--- config.mk ---
export PLATFORM = sky130hd
export DESIGN_NAME = sonic_obstacle_guard
export DESIGN_NICKNAME = d
export VERILOG_FILES = /design/src/rtl/sonic_obstacle_guard.sv
export SDC_FILE = /design/constraint.sdc
export NUM_CORES = 1
export LEC_CHECK = 0
export CAP_MARGIN = 20
export CORE_ASPECT_RATIO = 0.75
export CORE_MARGIN = 3
export CORE_UTILIZATION = 30
export DETAILED_ROUTE_END_ITERATION = 6
export GPL_ROUTABILITY_DRIVEN = 0
export SLEW_MARGIN = 20
export SYNTH_ARGS = -nofsm -noshare
export SYNTH_HDL_FRONTEND = slang
export SYNTH_SLANG_ARGS = --single-unit
--- constraint.sdc ---
create_clock -name clk -period 4.7 [get_ports clk]
set_input_delay 1.41 -clock clk [delete_from_list [all_inputs] [get_ports clk]]
set_output_delay 1.41 -clock clk [all_outputs]
set_load 0.01 [all_outputs]
--- src/rtl/sonic_obstacle_guard.sv ---
// sonic_obstacle_guard
//   Filters the sonic sensor distance (cm) and classifies it into
//   CLEAR / WARN / STOP with hysteresis and debounce for the speed limiter.
//   Optional feature macro: SONIC_STALE_STOP_EN (force STOP after STALE_N
//   consecutive invalid samples).
// Ports
//   clk        in   system clock
//   rst        in   synchronous active-low reset
//   distance   in   [19:0] distance from sonic block (asynchronous domain)
//   filt_dist  out  [19:0] 4-tap moving average, cm
//   warn       out  state is WARN or STOP
//   stop       out  state is STOP
//   upd        out  one-cycle pulse when filt_dist/state have been updated
//   reading_ok out  last sample was nonzero
module sonic_obstacle_guard #(
    parameter int unsigned SAMPLE_DIV = 10_000_000,
    parameter int unsigned MAX_CM     = 400,
    parameter int unsigned WARN_CM    = 40,
    parameter int unsigned STOP_CM    = 20,
    parameter int unsigned HYST_CM    = 5,
    parameter int unsigned DEBOUNCE   = 2
`ifdef SONIC_STALE_STOP_EN
    ,
    parameter int unsigned STALE_N    = 8
`endif
) (
    input  logic        clk,
    input  logic        rst,
    input  logic [19:0] distance,
    output logic [19:0] filt_dist,
    output logic        warn,
    output logic        stop,
    output logic        upd,
    output logic        reading_ok
);

    localparam int unsigned DW    = 20;
    localparam int unsigned SW    = 22;
    localparam int unsigned TW    = $clog2(SAMPLE_DIV);
    localparam int unsigned CNT_W = $clog2(DEBOUNCE + 1);
`ifdef SONIC_STALE_STOP_EN
    localparam int unsigned STW   = $clog2(STALE_N + 1);
`endif

    typedef enum logic [1:0] {
        ST_CLEAR = 2'd0,
        ST_WARN  = 2'd1,
        ST_STOP  = 2'd2
    } state_t;

    logic [DW-1:0]    r_sync1, r_sync2, r_stable;
    logic [TW-1:0]    r_tick_cnt;
    logic             r_v1, r_v2, r_good;
    logic [DW-1:0]    r_samp;
    logic [DW-1:0]    r_tap [3];
    logic [SW-1:0]    r_sum;
    logic [DW-1:0]    r_filt;
    logic             r_upd, r_ok, r_warn, r_stop;
    state_t           r_state, r_prev_d;
    logic [CNT_W-1:0] r_cnt;
`ifdef SONIC_STALE_STOP_EN
    logic [STW-1:0]   r_stale, w_stale_nxt, w_stale_inc;
`endif

    logic             w_tick;
    logic [DW-1:0]    w_sat, w_avg, w_filt_nxt;
    logic [SW-1:0]    w_sum;
    state_t           w_state_nxt, w_prev_nxt, w_zone;
    logic [CNT_W-1:0] w_cnt_nxt, w_cnt_try;

    assign w_tick = (r_tick_cnt == TW'(SAMPLE_DIV - 1));
    assign w_sat  = (r_stable > DW'(MAX_CM)) ? DW'(MAX_CM) : r_stable;
    // Newest sample plus the three most recent taps.
    assign w_sum  = SW'(r_samp) + SW'(r_tap[0]) + SW'(r_tap[1]) + SW'(r_tap[2]);
    assign w_avg  = DW'(r_sum >> 2);

    // Two-stage synchronizer; only accept a value once both stages agree.
    always_ff @(posedge clk) begin
        if (!rst) begin
            r_sync1  <= '0;
            r_sync2  <= '0;
            r_stable <= '0;
        end else begin
            r_sync1 <= distance;
            r_sync2 <= r_sync1;
            if (r_sync1 == r_sync2) r_stable <= r_sync2;
        end
    end

    // Sample tick, capture (T), tap shift and sum (T+1), upd flag.
    always_ff @(posedge clk) begin
        if (!rst) begin
            r_tick_cnt <= '0;
            r_v1       <= 1'b0;
            r_v2       <= 1'b0;
            r_good     <= 1'b0;
            r_samp     <= '0;
            r_ok       <= 1'b0;
            r_upd      <= 1'b0;
            r_sum      <= SW'(4 * MAX_CM);
            for (int i = 0; i < 3; i++) r_tap[i] <= DW'(MAX_CM);
        end else begin
            r_tick_cnt <= w_tick ? '0 : r_tick_cnt + TW'(1);
            r_v1       <= w_tick;
            r_v2       <= r_v1;
            r_upd      <= r_v2;
            if (w_tick) r_samp <= w_sat;
            if (r_v1) begin
                r_good <= (r_samp != '0);
                r_ok   <= (r_samp != '0);
                if (r_samp != '0) begin
                    r_tap[0] <= r_samp;
                    r_tap[1] <= r_tap[0];
                    r_tap[2] <= r_tap[1];
                    r_sum    <= w_sum;
                end
            end
        end
    end

    // State register (filter output, zone state, debounce tracking).
    always_ff @(posedge clk) begin
        if (!rst) begin
            r_filt   <= DW'(MAX_CM);
            r_state  <= ST_CLEAR;
            r_prev_d <= ST_CLEAR;
            r_cnt    <= '0;
            r_warn   <= 1'b0;
            r_stop   <= 1'b0;
`ifdef SONIC_STALE_STOP_EN
            r_stale  <= '0;
`endif
        end else begin
            r_filt   <= w_filt_nxt;
            r_state  <= w_state_nxt;
            r_prev_d <= w_prev_nxt;
            r_cnt    <= w_cnt_nxt;
            r_warn   <= (w_state_nxt != ST_CLEAR);
            r_stop   <= (w_state_nxt == ST_STOP);
`ifdef SONIC_STALE_STOP_EN
            r_stale  <= w_stale_nxt;
`endif
        end
    end

    // Zone evaluation and debounce at T+2.
    always_comb begin
        w_filt_nxt  = r_filt;
        w_state_nxt = r_state;
        w_prev_nxt  = r_prev_d;
        w_cnt_nxt   = r_cnt;
        w_zone      = r_state;
        w_cnt_try   = '0;
`ifdef SONIC_STALE_STOP_EN
        w_stale_nxt = r_stale;
        w_stale_inc = (r_stale == STW'(STALE_N)) ? r_stale : r_stale + STW'(1);
`endif
        if (r_v2) begin
            if (r_good) begin
                w_filt_nxt = w_avg;
                if (w_avg < DW'(STOP_CM)) begin
                    w_zone = ST_STOP;
                end else if (w_avg < DW'(WARN_CM)) begin
                    w_zone = (r_state == ST_STOP && w_avg < DW'(STOP_CM + HYST_CM))
                             ? ST_STOP : ST_WARN;
                end else if (r_state != ST_CLEAR && w_avg < DW'(WARN_CM + HYST_CM)) begin
                    w_zone = (r_state == ST_STOP && w_avg < DW'(STOP_CM + HYST_CM))
                             ? ST_STOP : ST_WARN;
                end else begin
                    w_zone = ST_CLEAR;
                end
                w_prev_nxt = w_zone;
                if (w_zone == r_state) begin
                    w_cnt_nxt = '0;
                end else begin
                    w_cnt_try = (w_zone == r_prev_d) ? r_cnt + CNT_W'(1) : CNT_W'(1);
                    if (w_cnt_try >= CNT_W'(DEBOUNCE)) begin
                        w_state_nxt = w_zone;
                        w_cnt_nxt   = '0;
                    end else begin
                        w_cnt_nxt = w_cnt_try;
                    end
                end
`ifdef SONIC_STALE_STOP_EN
                w_stale_nxt = '0;
`endif
            end else begin
`ifdef SONIC_STALE_STOP_EN
                // Too many invalid samples in a row: fail safe to STOP.
                w_stale_nxt = w_stale_inc;
                if (w_stale_inc == STW'(STALE_N)) begin
                    w_state_nxt = ST_STOP;
                    w_cnt_nxt   = '0;
                end
`endif
            end
        end
    end

    assign filt_dist  = r_filt;
    assign warn       = r_warn;
    assign stop       = r_stop;
    assign upd        = r_upd;
    assign reading_ok = r_ok;

endmodule

# == Yosys cells after proc, flatten, opt, wreduce, memory -nomap -nowiden ==
# Memories as Yosys holds them, arrays and structs flattened.
# Index checks and enable logic that the tools add are counted.
# word_totals
reg_bits,158
ramBits,60
input_bits,22
out_inout_bits,24
word_cells,68
n_memories,1
# classes
n_addsub,5
magnitude_cmp,6
n_eq_ne,6
n_mux,22
bitwise,4
reduce_logical,8
# memory_table
memory,depth,word_bits,read_ports,rd_clocked_by_memory_dff,wr,line_no,rtl
r_tap,3,20,3,0,3,55,logic [DW-1:0] r_tap [3];
# ops
op,count
$mux W20,4
$lt A20 B5 Y1 const B,2
$lt A20 B6 Y1 const B,2
$mux W2,13
$add A24 B1 Y24 const B,1
$eq A24 B24 Y1 const B,1
$add A21 B20 Y22,1
$add A22 B20 Y22,1
$add A20 B20 Y21,1
$eq A20 B20 Y1,1
$gt A20 B9 Y1 const B,1
$reduce_bool A20 Y1,1
$mux W1,5
$eq A2 B2 Y1,2
$eq A2 B2 Y1 const B,2
$reduce_and A2 Y1,2
$reduce_bool A2 Y1,2
$or A1 B1 Y1,3
$add A2 B1 Y2 const B,1
$ge A2 B2 Y1 const B,1
$logic_and A1 B1 Y1,2
$reduce_or A2 Y1,1
$not A1 Y1,1

# == Logic depth before layout (Yosys ltp) ==
# Gate-level depths: netlist (run 1).
# depth
word_depth,16
ltp_mapped,13
ltp_nobuf,13

# == Worst setup path before layout (run 1) ==
# OpenSTA, ideal clock, no wires.
# synth_timing
path_type,flip-flop to flip-flop
startpoint,register r_samp[3]
endpoint,register r_sum[21]
setup_ns,0.116
t_arrival_ns,3.209
required_time_ns,4.584
path_slack_ns,1.375
stages_incl_launch_ff,13
n_path_buf,0
synth_period_minus_slack_ns,3.325
cell_sequence,dfxtp_1 inv_1 fa_1 fa_1 inv_1 ha_1 nor2b_1 o31a_1 a2111oi_0 nor2_1 nor4_2 o21bai_1 a41o_1
# synth_via
elab_chain_len,3
elab_cells_between_ends,5
cone_classes,add/sub (3); reduce/logical (2)
# synth_rtl
item,line_no,rtl
start: declaration,54,logic [DW-1:0] r_samp;
start signal: assignment,107,if (w_tick) r_samp <= w_sat;
$add A20 B20 Y21,74,assign w_sum = SW'(r_samp) + SW'(r_tap[0]) + SW'(r_tap[1]) + SW'(r_tap[2]);
$add A21 B20 Y22,74,
$add A22 B20 Y22,74,
end signal: assignment,100,r_sum <= SW'(4 * MAX_CM);
end signal: assignment,115,r_sum <= w_sum;
end: declaration,56,logic [SW-1:0] r_sum;
# Several ways; a longest one is shown, not always the timed one.
# A chain may end at the register's enable or synchronous reset.

# == Worst setup path in the final report (run 1) ==
# layout_timing
startpoint,register r_samp[3]
endpoint,register r_sum[20]
# The elaborated chain is that of the path after synthesis.

==> results of run 1 <==
## through the flow
stage                     setup WS, ns    util
after floorplan                  1.375       -
after global placement           1.024  0.3347
after detailed placement        0.9186  0.3347
after CTS                       0.8946  0.3603
after global routing            0.6999  0.3603
final                           0.9070  0.3603
## registers in the layout, summed over array words and instances, names as in the netlist, 2 cells and up
| signal | count |
|---|---|
| r_state | 2 |
| r_tick_cnt | 24 |
| r_samp | 20 |
| r_sync1 | 20 |
| filt_dist | 20 |
| r_sync2 | 20 |
| r_stable | 20 |
| r_cnt | 2 |
| r_tap | 60 |
| r_sum | 20 |
| r_prev_d | 2 |
## placed cells by master, fill, tap and decap left out, types with 3 or more instances in the layout
cell type / Yosys / layout
sky130_fd_sc_hd__clkbuf_16: 0 / 26
sky130_fd_sc_hd__xor2_1: 32 / 32
sky130_fd_sc_hd__or3_1: 3 / 3
sky130_fd_sc_hd__buf_4: 2 / 7
sky130_fd_sc_hd__a22o_1: 4 / 4
sky130_fd_sc_hd__and3_1: 14 / 14
sky130_fd_sc_hd__nor3_1: 12 / 12
sky130_fd_sc_hd__o21ai_0: 36 / 36
sky130_fd_sc_hd__nand2_1: 85 / 85
sky130_fd_sc_hd__nand2b_1: 12 / 12
sky130_fd_sc_hd__nand4_1: 10 / 10
sky130_fd_sc_hd__a21oi_1: 44 / 44
sky130_fd_sc_hd__nor2_1: 75 / 75
sky130_fd_sc_hd__o21a_1: 3 / 3
sky130_fd_sc_hd__a21o_1: 5 / 5
sky130_fd_sc_hd__clkbuf_1: 24 / 4
sky130_fd_sc_hd__edfxtp_1: 60 / 60
sky130_fd_sc_hd__clkinv_2: 0 / 3
sky130_fd_sc_hd__ha_1: 20 / 20
sky130_fd_sc_hd__nor2b_1: 4 / 4
sky130_fd_sc_hd__mux2i_1: 23 / 23
sky130_fd_sc_hd__and2_1: 90 / 90
sky130_fd_sc_hd__dfxtp_1: 156 / 156
sky130_fd_sc_hd__xnor2_1: 25 / 25
sky130_fd_sc_hd__o21bai_1: 3 / 3
sky130_fd_sc_hd__clkdlybuf4s50_1: 0 / 44
sky130_fd_sc_hd__inv_1: 37 / 36
sky130_fd_sc_hd__fa_1: 40 / 40
sky130_fd_sc_hd__nand3_1: 24 / 24
sky130_fd_sc_hd__a31oi_1: 5 / 5
sky130_fd_sc_hd__nor4_1: 15 / 15
## power groups by stage
| stage | sequential, µW | combinational (µW) | clock [µW] |
|---|---|---|---|
| after floorplan | 2000 | 226 | 0 |
| after global placement | 2010 | 311 | 0 |
| after detailed placement | 2010 | 314 | 0 |
| after CTS | 1970 | 317 | 1970 |
| after global routing | 1970 | 356 | 2030 |
| final | 1970 | 314 | 1900 |
## worst min-delay path, cell delays in order (launching register included)
cell and delay (ns):
sky130_fd_sc_hd__dfxtp_1 0.31, sky130_fd_sc_hd__nand2_1 0.05, sky130_fd_sc_hd__a21oi_1 0.05
## per-layer routing
layer,up-vias,part of all wire,global-route usage
li1,3226,-,-
met5,-,0,0
met1,3025,0.53,0.1787
met3,27,0.050,0.02485
met2,123,0.40,0.1657
met4,0,0.017,0.02629
## worst min path at each step
stage	to	slack, ns	cells past startpoint
3_5_place_dp	filt_dist[18]	0.45	2
2_1_floorplan	filt_dist[19]	0.44	2
5_1_grt	filt_dist[6]	0.47	2
3_3_place_gp	filt_dist[14]	0.44	2
6_report	filt_dist[0]	0.45	2
4_1_cts	filt_dist[18]	0.46	2
## layout make-up
class,instances,share of cell area
clock buffer,31,0.05993
clock inverter,11,0.01126
inverter,37,0.01225
multi-input combinational,629,0.3916
sequential,216,0.4344
tap,406,0.04481
timing repair buffer,53,0.04570
## cell families (layout without fill, tap and decap cells)
family / count (synthesis) / count (layout) / share of synthesized area
DFF: 216 / 216 / 0.5110
buffers and inverters: 69 / 132 / 0.02830
muxes: 24 / 24 / 0.02506
adders and majority gates: 60 / 60 / 0.1091
and+or+nand+nor: 361 / 361 / 0.1928
AOI/OAI and AO/OA: 127 / 127 / 0.08193
xor gates and xnor gates: 57 / 57 / 0.05180
## synthesized netlist by cell type (2+ instances only)
cell,n,area (µm²)
sky130_fd_sc_hd__o22ai_1,2,12.51
sky130_fd_sc_hd__nor2_1,75,281.5
sky130_fd_sc_hd__buf_2,5,25.02
sky130_fd_sc_hd__a21boi_0,2,15.01
sky130_fd_sc_hd__buf_4,2,15.01
sky130_fd_sc_hd__nand2_1,85,319.1
sky130_fd_sc_hd__and3_1,14,87.58
sky130_fd_sc_hd__a22o_1,4,35.03
sky130_fd_sc_hd__inv_1,37,138.9
sky130_fd_sc_hd__and4_1,2,17.52
sky130_fd_sc_hd__xnor2_1,25,219.0
sky130_fd_sc_hd__or2_2,2,12.51
sky130_fd_sc_hd__mux2i_1,23,230.2
sky130_fd_sc_hd__o211ai_1,2,15.01
sky130_fd_sc_hd__nand4_1,10,62.56
sky130_fd_sc_hd__o21bai_1,3,22.52
sky130_fd_sc_hd__a21o_1,5,37.54
sky130_fd_sc_hd__a21oi_1,44,220.2
sky130_fd_sc_hd__nor3_1,12,60.06
sky130_fd_sc_hd__o21ai_1,2,10.01
sky130_fd_sc_hd__xor2_1,32,280.3
sky130_fd_sc_hd__nor4b_1,2,17.52
sky130_fd_sc_hd__ha_1,20,250.2
sky130_fd_sc_hd__a31oi_1,5,31.28
sky130_fd_sc_hd__and2_1,90,563.0
sky130_fd_sc_hd__clkbuf_1,24,90.09
sky130_fd_sc_hd__nand2b_1,12,75.07
sky130_fd_sc_hd__a211oi_1,2,15.01
sky130_fd_sc_hd__o31ai_1,2,15.01
sky130_fd_sc_hd__nor4_1,15,93.84
sky130_fd_sc_hd__edfxtp_1,60,1802
sky130_fd_sc_hd__o21a_1,3,22.52
sky130_fd_sc_hd__nand3_1,24,120.1
sky130_fd_sc_hd__o21ai_0,36,180.2
sky130_fd_sc_hd__nor3b_1,2,15.01
sky130_fd_sc_hd__fa_1,40,800.8
sky130_fd_sc_hd__dfxtp_1,156,3123
sky130_fd_sc_hd__or3_1,3,18.77
sky130_fd_sc_hd__nor2b_1,4,25.02
==> impl_metrics.yaml, run 1 <==
routing:
  dr.first_iter.drc_count: 471
  avgViaCountPerCell: 4.628
  remaining_drc_errors: 0
  route.detailed.wl_per_inst_um: 14.02
  totalWireLength_um: 19390
  final_antenna_net_count: 0
  length_of_the_first_detailed_routing_pass_in_iterations: 4
  vias: 6401
setup_path:
  r2r-end: "r_sum[20]"
  cp_data_arrival_time_ns: 4.21
  cp_slowest_stage_delay_ns: 0.59
  worstSetupEndpointType: "register"
  timing_worst_setup_path_type: "register to register"
  setup.reg_to_reg.worst_slack_ns: 0.91
  path_cells: "inv_1 -> fa_1 -> fa_1 -> inv_1 -> ha_1 -> a21o_1 -> a41oi_1 -> a221oi_1 -> o21ai_0 -> o31ai_1 -> xor2_1 -> a22o_1"
  worst-r2r-cell-count: 12
  worstPathMaxFanout: 5
  cp_num_cells: 12
  cp_num_buf_inv: 2
  worst_path_dominant_cell_family: "compound AO/OA/AOI/OAI gates"
  cp-startpoint: "r_samp[3]"
  start_kind: "register"
  worst-endpoint-required_ns: 5.12
  worst_r2r_startpoint: "r_samp[3]"
  worst_path_max_delay_cell: "sky130_fd_sc_hd__o21ai_0"
  crit_path_end: "r_sum[20]"
finish:
  post-route-cell-area_mm2: 0.01134
  antenna_cells_inserted: 0
  synthToLayoutAreaGrowth_pct: 17.63
  number_of_non_filler_instances_in_the_completed_layout: 1383
  ff_latch_area_mm2: 0.004925
  fraction_of_final_layout_cells_with_drive_strength_greater_than_1: 0.06039
  multi_input_comb_area_mm2: 0.004439
  final.fill_count: 3128
  final_nets: 1042
yosys:
  synth.distinct_cells: 65
  postSynth.topFlopCell: "sky130_fd_sc_hd__dfxtp_1"
  synth_seq_cells: 216
  synth-warning-count: 0
  post_synth_inst_count: 914
  seq_area_frac_synth: 0.5110
  synth-edff-count: 60
  asyncSetResetFlopFracSynth: 0
  syn-num-nets: 996
  mappedNetlistArea_mm2: 0.009637
  syn_avg_cell_area_um2: 10.54
placement:
  portBuffers: 45
  dp.final_hpwl_um: 13520
  place.detailed.instances: 1341
  dpl_cell_area_mm2: 0.01053
power:
  switchingPower_uw: 967.8
  combPwrFrac: 0.075
  seq_power_share: 0.470
  power.share.switching: 0.2313
  finalPower_uw: 4185
  leakagePower_uw: 0.004402
  power.ir.vdd_worst_uv: 230.6
  clockPowerShare: 0.455
  power.internal_uw: 3217
  power.density_mw_per_mm2: 369.2
floorplan:
  floorplan.rows: 56
  die_h_um: 161.2
  design.core.area_mm2: 0.03146
  die_footprint_mm2: 0.03433
  floorplan.initialDensity: 0.3063
  die-width_um: 213.0
  num_io_pins: 46
clocking:
  clk_path_buf_depth: 3
  tritoncts: "built"
  cts_buffers: 23
  clock_insertion_delay_worst_skew_ns: 0.53
  clk_root_buffer_cell: "sky130_fd_sc_hd__clkbuf_16"
  clock-sinks: 216
  h-tree-depth: 1
  cts_post_setup_buffers_inserted: 0
  clk_transition_reported_paths_ns: 0.06
  cts_hold_repair.buffers: 0
  resized_gates_after_cts: 0
sta:
  rsz0062_at_grt: "false"
  finalMaxSlewViolations: 0
  tightest_slew_ns: 1.008
  total_negative_setup_slacks_ns: 0
  timing.clock.skew_ns: 0.01345
  max_freq_ghz: 0.2636
  report.final.setup_viol: 0
  min_period_ns: 3.793
  finalHoldViolCount: 0
  period_share: 0.8070
  slew_headroom: 0.3280
  timing.hold.ws_ns: 0.4546
grt:
  grt-ovfl-total: 0
  grt_antenna_before_repair: 0
  grt_pass1_wl_um: 32800
  grt_pass1_vias: 6355
  grt_max_degree: 48
  grt_usage: 0.1162
job:
  max_cap_violations: 0
worst_hold_path:
  min-delay-path-class: "register to register"
  hold_start: "filt_dist[0]"
status:
  result_of_the_run: "finished clean"
Power figures use the tool's default switching activity.
==> inputs of run 2 (changes only) <==
==> constraint.sdc (replaced) <==
create_clock -name clk -period 3.7 [get_ports clk]
set_input_delay 1.11 -clock clk [delete_from_list [all_inputs] [get_ports clk]]
set_output_delay 1.11 -clock clk [all_outputs]
set_load 0.01 [all_outputs]
==> run 2 against run 1 <==
Die area is the same. Register-to-register slack worse by 0.70 ns. Clock skew down 0.0058 ns. Via count fell by 0.50%. Final area barely moved. Critical path type unchanged. Largest cell class unchanged.
==> impl_metrics.yaml, run 2 (synthesis gave the netlist of run 1 again) <==
finish:
  synthToLayoutAreaGrowth_pct: 17.71
  top_library_cells_by_usage_in_the_layout_fill_and_taps_aside: "sky130_fd_sc_hd__dfxtp_1 (156), sky130_fd_sc_hd__and2_1 (90), sky130_fd_sc_hd__nand2_1 (85), sky130_fd_sc_hd__nor2_1 (74), sky130_fd_sc_hd__edfxtp_1 (60)"
  layout.cells.most_common: "sky130_fd_sc_hd__dfxtp_1"
  final_nets: 1050
  largest_register_ffs: 60
  fin_util: 0.3606
  fraction_of_final_layout_cells_with_drive_strength_greater_than_1: 0.07325
  max_flop_register: "r_tap"
  antenna_cells_inserted: 0
  top_regs: "r_tap x60, r_tick_cnt x24"
  final.fill_count: 3149
clocking:
  clk_root_buffer_cell: "sky130_fd_sc_hd__clkbuf_16"
  clock_insertion_delay_worst_skew_ns: 0.52
  clock-sinks: 216
  cts_hold_repair.buffers: 0
  cts_post_setup_buffers_inserted: 0
  cts_buffers: 21
  clk_path_buf_depth: 3
  tritoncts: "built"
  clk_transition_reported_paths_ns: 0.07
  h-tree-depth: 1
setup_path:
  worstSetupEndpointType: "register"
  crit_path_end: "r_sum[21]"
  worst_r2r_startpoint: "r_samp[3]"
  start_kind: "register"
  worst-r2r-cell-count: 12
  cp-startpoint: "r_samp[3]"
  r2r-end: "r_sum[21]"
  worst-endpoint-required_ns: 4.11
  cp_data_arrival_time_ns: 3.91
  setup.reg_to_reg.worst_slack_ns: 0.21
  timing_worst_setup_path_type: "register to register"
  worstPathMaxFanout: 4
power:
  power.internal_uw: 3888
  seq_power_share: 0.490
  power.share.switching: 0.2381
  leakagePower_uw: 0.004419
  combPwrFrac: 0.083
  switchingPower_uw: 1215
  clockPowerShare: 0.427
  power.density_mw_per_mm2: 449.8
  power.ir.vdd_worst_uv: 269.8
sta:
  timing.clock.skew_ns: 0.007647
  total_negative_setup_slacks_ns: 0
  report.final.setup_viol: 0
  rsz0062_at_grt: "false"
  min_period_ns: 3.491
  timing.hold.ws_ns: 0.4522
  period_share: 0.9435
  slew_headroom: 0.4947
  tightest_slew_ns: 0.7561
  finalMaxSlewViolations: 0
  max_freq_ghz: 0.2865
  finalHoldViolCount: 0
routing:
  final_antenna_net_count: 0
  route.detailed.wl_per_inst_um: 14.13
  length_of_the_first_detailed_routing_pass_in_iterations: 4
  dr.first_iter.drc_count: 419
  vias: 6369
  avgViaCountPerCell: 4.585
  remaining_drc_errors: 0
  totalWireLength_um: 19630
grt:
  grt_max_degree: 39
  grt_pass1_vias: 6271
  grt_pass1_wl_um: 32770
  grt-ovfl-total: 0
  grt_antenna_before_repair: 0
  grt_usage: 0.1166
floorplan:
  die-width_um: 213.0
  num_io_pins: 46
  floorplan.initialDensity: 0.3063
  design.core.area_mm2: 0.03146
  die_footprint_mm2: 0.03433
  floorplan.rows: 56
  die_h_um: 161.2
job:
  max_cap_violations: 0
worst_hold_path:
  min-delay-path-class: "register to register"
placement:
  portBuffers: 45
  dp.final_hpwl_um: 13810
status:
  result_of_the_run: "finished clean"
-- run 2: cell type report --
class	instances	area [µm²]	share of cell area
inverter	37	138.9	0.01224
clock inverter	14	133.9	0.01180
tap	406	508.0	0.04478
clock buffer	24	556.8	0.04908
timing repair buffer	63	605.6	0.05339
multi-input combinational	629	4476	0.3946
sequential	216	4925	0.4341
-- run 2: power by group through the flow --
stage | logic (µW) | registers, µW | clock network (µW)
3_3_place_gp | 409 | 2550 | 0
6_report | 425 | 2500 | 2180
3_5_place_dp | 410 | 2550 | 0
2_1_floorplan | 287 | 2540 | 0
4_1_cts | 414 | 2500 | 2250
5_1_grt | 481 | 2500 | 2340
-- run 2: critical path: stages (launching register included) --
cell and delay, ns:
sky130_fd_sc_hd__dfxtp_1 0.35, sky130_fd_sc_hd__inv_1 0.09, sky130_fd_sc_hd__fa_1 0.50, sky130_fd_sc_hd__fa_1 0.51, sky130_fd_sc_hd__inv_1 0.04, sky130_fd_sc_hd__ha_1 0.34, sky130_fd_sc_hd__nor2b_1 0.16, sky130_fd_sc_hd__o31a_1 0.32
sky130_fd_sc_hd__a2111oi_4 0.37, sky130_fd_sc_hd__nor2_2 0.12, sky130_fd_sc_hd__nor4_4 0.26, sky130_fd_sc_hd__o21bai_1 0.11, sky130_fd_sc_hd__a41o_1 0.23
-- run 2: stage by stage --
step	cells	area, µm²	power, µW	worst slack [ns]
4_1_cts	1388	11300	5162	0.1223
3_5_place_dp	1350	10610	2962	0.1461
3_3_place_gp	1350	10610	2959	0.1777
6_report	1389	11340	5103	0.2090
2_1_floorplan	914	9637	2831	0.3752
5_1_grt	1389	11340	5320	0.01219
-- run 2: how the worst min path moves through the flow --
stage	start	to	slack [ns]	cells after the start
after floorplan	r_sum[21]	filt_dist[19]	0.44	2
after global placement	filt_dist[17]	filt_dist[17]	0.44	2
after detailed placement	filt_dist[1]	filt_dist[1]	0.45	2
after CTS	filt_dist[17]	filt_dist[17]	0.46	2
after global routing	filt_dist[5]	filt_dist[5]	0.48	2
final	filt_dist[17]	filt_dist[17]	0.45	2
-- run 2: routing by layer --
metal | wire length (µm) | global-route usage | share of wire | up-vias
met4 | 339 | 0.02690 | 0.017 | 0
met5 | 0 | 0 | 0 | -
li1 | - | - | - | 3226
met1 | 10450 | 0.1777 | 0.53 | 3001
met2 | 7835 | 0.1660 | 0.40 | 115
met3 | 1004 | 0.02757 | 0.051 | 27
-- run 2: timing repair --
item,CTS,global route
resized for setup,0,6
hold endpoints to repair,0,0
setup endpoints to repair,0,4
